File: src/rtl/serial_link_obi_arbiter.sv
// Round-robin arbiter sharing the serial link bridge OBI slave port between NumReq masters,
// with an in-order ID FIFO routing responses back. Optional grant counters: SERIAL_LINK_OBI_ARB_PERF_EN.
module serial_link_obi_arbiter #(
    parameter int unsigned NumReq         = 2,
    parameter int unsigned AddrWidth      = 32,
    parameter int unsigned DataWidth      = 32,
    parameter int unsigned MaxOutstanding = 4
) (
    input  logic                            clk_i,
    input  logic                            rst_ni,
    input  logic [NumReq-1:0]               req_i,
    output logic [NumReq-1:0]               gnt_o,
    input  logic [NumReq*AddrWidth-1:0]     addr_i,
    input  logic [NumReq-1:0]               we_i,
    input  logic [NumReq*(DataWidth/8)-1:0] be_i,
    input  logic [NumReq*DataWidth-1:0]     wdata_i,
    output logic [NumReq-1:0]               rvalid_o,
    output logic [DataWidth-1:0]            rdata_o,
    output logic                            mst_req_o,
    input  logic                            mst_gnt_i,
    output logic [AddrWidth-1:0]            mst_addr_o,
    output logic                            mst_we_o,
    output logic [DataWidth/8-1:0]          mst_be_o,
    output logic [DataWidth-1:0]            mst_wdata_o,
    input  logic                            mst_rvalid_i,
    input  logic [DataWidth-1:0]            mst_rdata_i,
    output logic                            err_o
`ifdef SERIAL_LINK_OBI_ARB_PERF_EN
    ,
    output logic [NumReq*16-1:0]            grant_cnt_o
`endif
);

    localparam int unsigned BeWidth  = DataWidth / 8;
    localparam int unsigned IdWidth  = (NumReq > 1) ? $clog2(NumReq) : 1;
    localparam int unsigned PtrWidth = $clog2(MaxOutstanding);
    localparam int unsigned CntWidth = PtrWidth + 1;

    typedef logic [IdWidth-1:0]  id_t;
    typedef logic [IdWidth:0]    cand_t;
    typedef logic [PtrWidth-1:0] ptr_t;
    typedef logic [CntWidth-1:0] cnt_t;

    id_t   rr_q;
    id_t   winner;
    logic  found;
    cand_t cand;

    ptr_t  rd_ptr_q;
    ptr_t  wr_ptr_q;
    cnt_t  count_q;
    logic  err_q;
    id_t   fifo_q [MaxOutstanding];

    logic  full;
    logic  empty;
    logic  accept;
    logic  pop;
    id_t   head_id;

    // Winner search: first asserted request at or above rr_q, wrapping past NumReq-1.
    always_comb begin
        // NOTE: every always_comb output gets a default before any branch, otherwise a latch is inferred.
        winner = rr_q;
        found  = 1'b0;
        cand   = '0;
        for (int unsigned i = 0; i < NumReq; i++) begin
            cand = {1'b0, rr_q} + cand_t'(i);
            if (cand >= cand_t'(NumReq)) begin
                cand = cand - cand_t'(NumReq);
            end
            if (!found && req_i[cand[IdWidth-1:0]]) begin
                winner = cand[IdWidth-1:0];
                found  = 1'b1;
            end
        end
    end

    assign full    = (count_q == cnt_t'(MaxOutstanding));
    assign empty   = (count_q == '0);
    assign accept  = mst_req_o && mst_gnt_i;
    assign pop     = mst_rvalid_i && !empty;
    assign head_id = fifo_q[rd_ptr_q];

    // Full blocks new requests even when a response frees a slot in the same cycle.
    assign mst_req_o   = (|req_i) && !full;
    assign mst_addr_o  = addr_i[winner*AddrWidth +: AddrWidth];
    assign mst_we_o    = we_i[winner];
    assign mst_be_o    = be_i[winner*BeWidth +: BeWidth];
    assign mst_wdata_o = wdata_i[winner*DataWidth +: DataWidth];

    assign rdata_o = mst_rdata_i;
    assign err_o   = err_q;

    always_comb begin
        gnt_o = '0;
        if (accept) begin
            gnt_o[winner] = 1'b1;
        end
    end

    always_comb begin
        rvalid_o = '0;
        if (pop) begin
            rvalid_o[head_id] = 1'b1;
        end
    end

    always_ff @(posedge clk_i) begin
        // NOTE: state registers use non-blocking assignments so every flop samples pre-edge values.
        if (!rst_ni) begin
            rr_q     <= '0;
            rd_ptr_q <= '0;
            wr_ptr_q <= '0;
            count_q  <= '0;
            err_q    <= 1'b0;
        end else begin
            if (accept) begin
                rr_q     <= (winner == id_t'(NumReq - 1)) ? '0 : winner + id_t'(1);
                wr_ptr_q <= wr_ptr_q + ptr_t'(1);
            end
            if (pop) begin
                rd_ptr_q <= rd_ptr_q + ptr_t'(1);
            end
            // Response with nothing outstanding (including leftovers from before a reset).
            if (mst_rvalid_i && empty) begin
                err_q <= 1'b1;
            end
            case ({accept, pop})
                2'b10:   count_q <= count_q + cnt_t'(1);
                2'b01:   count_q <= count_q - cnt_t'(1);
                default: count_q <= count_q;
            endcase
        end
    end

    // NOTE: the ID storage has no reset; count_q alone decides which entries are valid.
    always_ff @(posedge clk_i) begin
        if (accept) begin
            fifo_q[wr_ptr_q] <= winner;
        end
    end

`ifdef SERIAL_LINK_OBI_ARB_PERF_EN
    logic [15:0] grant_cnt_q [NumReq];

    always_ff @(posedge clk_i) begin
        if (!rst_ni) begin
            for (int unsigned k = 0; k < NumReq; k++) begin
                grant_cnt_q[k] <= '0;
            end
        end else if (accept && (grant_cnt_q[winner] != 16'hFFFF)) begin
            grant_cnt_q[winner] <= grant_cnt_q[winner] + 16'd1;
        end
    end

    always_comb begin
        grant_cnt_o = '0;
        for (int unsigned k = 0; k < NumReq; k++) begin
            grant_cnt_o[k*16 +: 16] = grant_cnt_q[k];
        end
    end
`endif

endmodule
File: config.mk
export PLATFORM = sky130hd
export DESIGN_NAME = serial_link_obi_arbiter
export DESIGN_NICKNAME = d
export VERILOG_FILES = /design/src/rtl/serial_link_obi_arbiter.sv
export SDC_FILE = /design/constraint.sdc
export NUM_CORES = 1
export LEC_CHECK = 0
export CORE_AREA = 5 5 107 109
export DETAILED_ROUTE_END_ITERATION = 10
export DIE_AREA = 0 0 112 114
export PLACE_DENSITY = 0.72
export SYNTH_ARGS = -nofsm -noshare
export SYNTH_HDL_FRONTEND = slang
export SYNTH_SLANG_ARGS = --single-unit
File: constraint.sdc
create_clock -name clk_i -period 2.5 [get_ports clk_i]
set_clock_uncertainty 0.2 [all_clocks]
set_input_delay 0.375 -clock clk_i [delete_from_list [all_inputs] [get_ports clk_i]]
set_output_delay 0.375 -clock clk_i [all_outputs]
set_load 0.05 [all_outputs]
==> results.ini <==
[global_routing]
grt_overflow_total = 0
grt_pass1_vias = 2234
grt_start_max_net_pins = 20
grt_pass1_wl_um = 13670
track_usage_pct = 13.54
antenna_found_initial = 0

[yosys]
synth_cell_types = 30
async_flop_share_pct = 0
yosysSeqAreaShare_pct = 15.66
syn_nets = 366
synth_ff_type = dfxtp_1
ys_ff_latch = 15
synth_edf_count = 4
synth_area_mm2 = 0.002173
yosysWarningCount = 0
syn_area_per_cell_um2 = 11.81
syn_inst = 184

[place]
dp_hpwl_um = 7872
dpl_worst_slack_ns = -0.3393
portBuffers = 218
gp_congestion = 0.8463
dp.cells = 509

[die]
io_pins = 283
num_rows = 38
core_region_area_mm2 = 0.01051
die-height_um = 114
design.die.area_mm2 = 0.01277
start_util_pct = 20.68
die_x_um = 112

[worst_setup_path]
required_ns = 1.92
r2r_slack_ns = 0.22
critical_path_class = reg2out
worst-path-max-fanout = 18
worstPathArrival_ns = 1.79
endpoint_kind = primary output
worst_setup_path_start_kind = flop

[cts]
root_buffer = clkbuf_8
clockBufferDepth = 2
cts_tree = done
h-tree-depth = 1
clk_latency_ns = 0.25
cts_made_buffers = 3
cts.clk_slew.worst_paths_ns = 0.06
cts_sinks = 15

[timing]
final.setup.tns_ns = 0
fin_crit_sh_pct = 94.62
fmax_mhz = 422.8
worst_pin_slew_ns = 0.5005
fin_hold_ws_ns = 0.2788
fin_crit_ns = 2.365
setup_viol = 0
final-max-slew-violation-count = 0
grt_setup_unrepaired = false
timing.final.ws_setup_ns = 0.1346
hold_viol = 0
relSlewSlack_pct = 66.53

[pwr]
power.internal_mw = 1.407
p_leak_nw = 2.089
seqPwrFrac_pct = 14.9
swShare_pct = 42.35
powerDensity_mw_per_mm2 = 510.2
switchingPower_mw = 1.034
clkPwrFrac_pct = 8.0
vdd_drop_max_mv = 0.4939
p_comb_share_pct = 77.1

[cells_and_area]
final_cell_mix = clkdlybuf4s50_1 (141), mux2_4 (68), buf_12 (37)
postLayoutCoreUtil_pct = 45.53
antennaDiodeCount = 0
fillCellCount = 938
area_delta_synth_final_pct = 120.1
stdcell_count = 517
layout.nets = 560
drive_gt1_share_pct = 43.50
layout_commonest_cell = clkdlybuf4s50_1

[routing]
via_per_inst = 4.128
drt-pass1-iter-count = 4
wire_per_inst_um = 18.21
ant_nets = 0
drt-initial-drc-count = 60
routed-via-count = 2134
drt_wl_total_um = 9412
drc = 0

[flow_run]
max_cap_viol_count = 0

[hold_path]
hp-class = in2reg

[status]
status = finished clean

[path summary, 6_finish.rpt]
kind / startpoint / to / cells past startpoint
worst max register to register: count_q[2] / count_q[2] / 9
worst max-delay path: rr_q / mst_wdata_o[21] / 5
worst min-delay path: req_i[0] / rr_q / 3
worst min register to register: rr_q / rr_q / 2
[per-layer routing]
layer | share of wire, % | GRT usage, % | up-vias
met3 | 11 | 5.942 | 6
li1 | - | - | 990
met1 | 38 | 16.12 | 989
met5 | 0 | 0 | -
met2 | 50 | 23.18 | 149
met4 | 0.63 | 2.003 | 0
[critical path, cell delays in order, from the launching register on]
cell,delay (ns)
dfxtp_1,0.34
maj3_4,0.38
buf_12,0.16
buf_16,0.16
mux2_4,0.32
buf_6,0.16
[power by group through the flow]
stage | clock network (mW) | logic, mW | registers [mW]
5_1_grt | 0.212 | 1.97 | 0.371
3_3_place_gp | 0 | 1.76 | 0.363
4_1_cts | 0.201 | 1.90 | 0.361
6_report | 0.196 | 1.88 | 0.363
2_1_floorplan | 0 | 1.18 | 0.371
3_5_place_dp | 0 | 1.79 | 0.365
[metrics by stage]
step / cell area (um^2) / power [mW]
final: 4785 / 2.441
after global routing: 4785 / 2.556
after CTS: 4782 / 2.459
after detailed placement: 4488 / 2.150
after global placement: 4488 / 2.124
after floorplan: 2173 / 1.548
[logic make-up (layout without fill, tap and decap cells)]
kind of cell | after synthesis | count (layout) | share of synthesized area, %
buf+inv | 50 | 243 | 19.75
xor+xnor | 4 | 4 | 1.612
simple gates | 25 | 25 | 6.390
mux | 71 | 71 | 48.99
fa+ha+maj | 7 | 7 | 4.318
flops | 15 | 15 | 15.66
compound gates | 12 | 12 | 3.281
[area by class of cell]
cell class                 count  area [um^2]  area share, %
sequential                    15        340.3          7.113
clock buffer                   4        45.04         0.9414
inverter                       9        33.78         0.7061
timing repair buffer         230         2775          58.00
tap                          140        175.2          3.661
multi-input combinational    119         1415          29.58
[cells in the mapped netlist, types with 3 or more instances]
| cell type | count | area share [%] |
|---|---|---|
| mux2_4 | 68 | 47 |
| and2_1 | 10 | 2.9 |
| buf_12 | 7 | 6.4 |
| inv_1 | 9 | 1.6 |
| o21ai_0 | 5 | 1.2 |
| ha_1 | 5 | 2.9 |
| edfxtp_1 | 4 | 5.5 |
| a21oi_1 | 3 | 0.69 |
| xnor2_1 | 3 | 1.2 |
| buf_4 | 32 | 11 |
| dfxtp_1 | 11 | 10 |
| nand2_1 | 3 | 0.52 |
| nor2_1 | 4 | 0.69 |
[repair_timing]
item,CTS,global route
resized for setup,41,7
hold buffers,0,0
setup endpoints to repair,70,31
cloned,3,0
pin swaps,1,0
endpoints found under the hold margin,0,0
buffers inserted,1,0
Power figures use the tool's default switching activity.
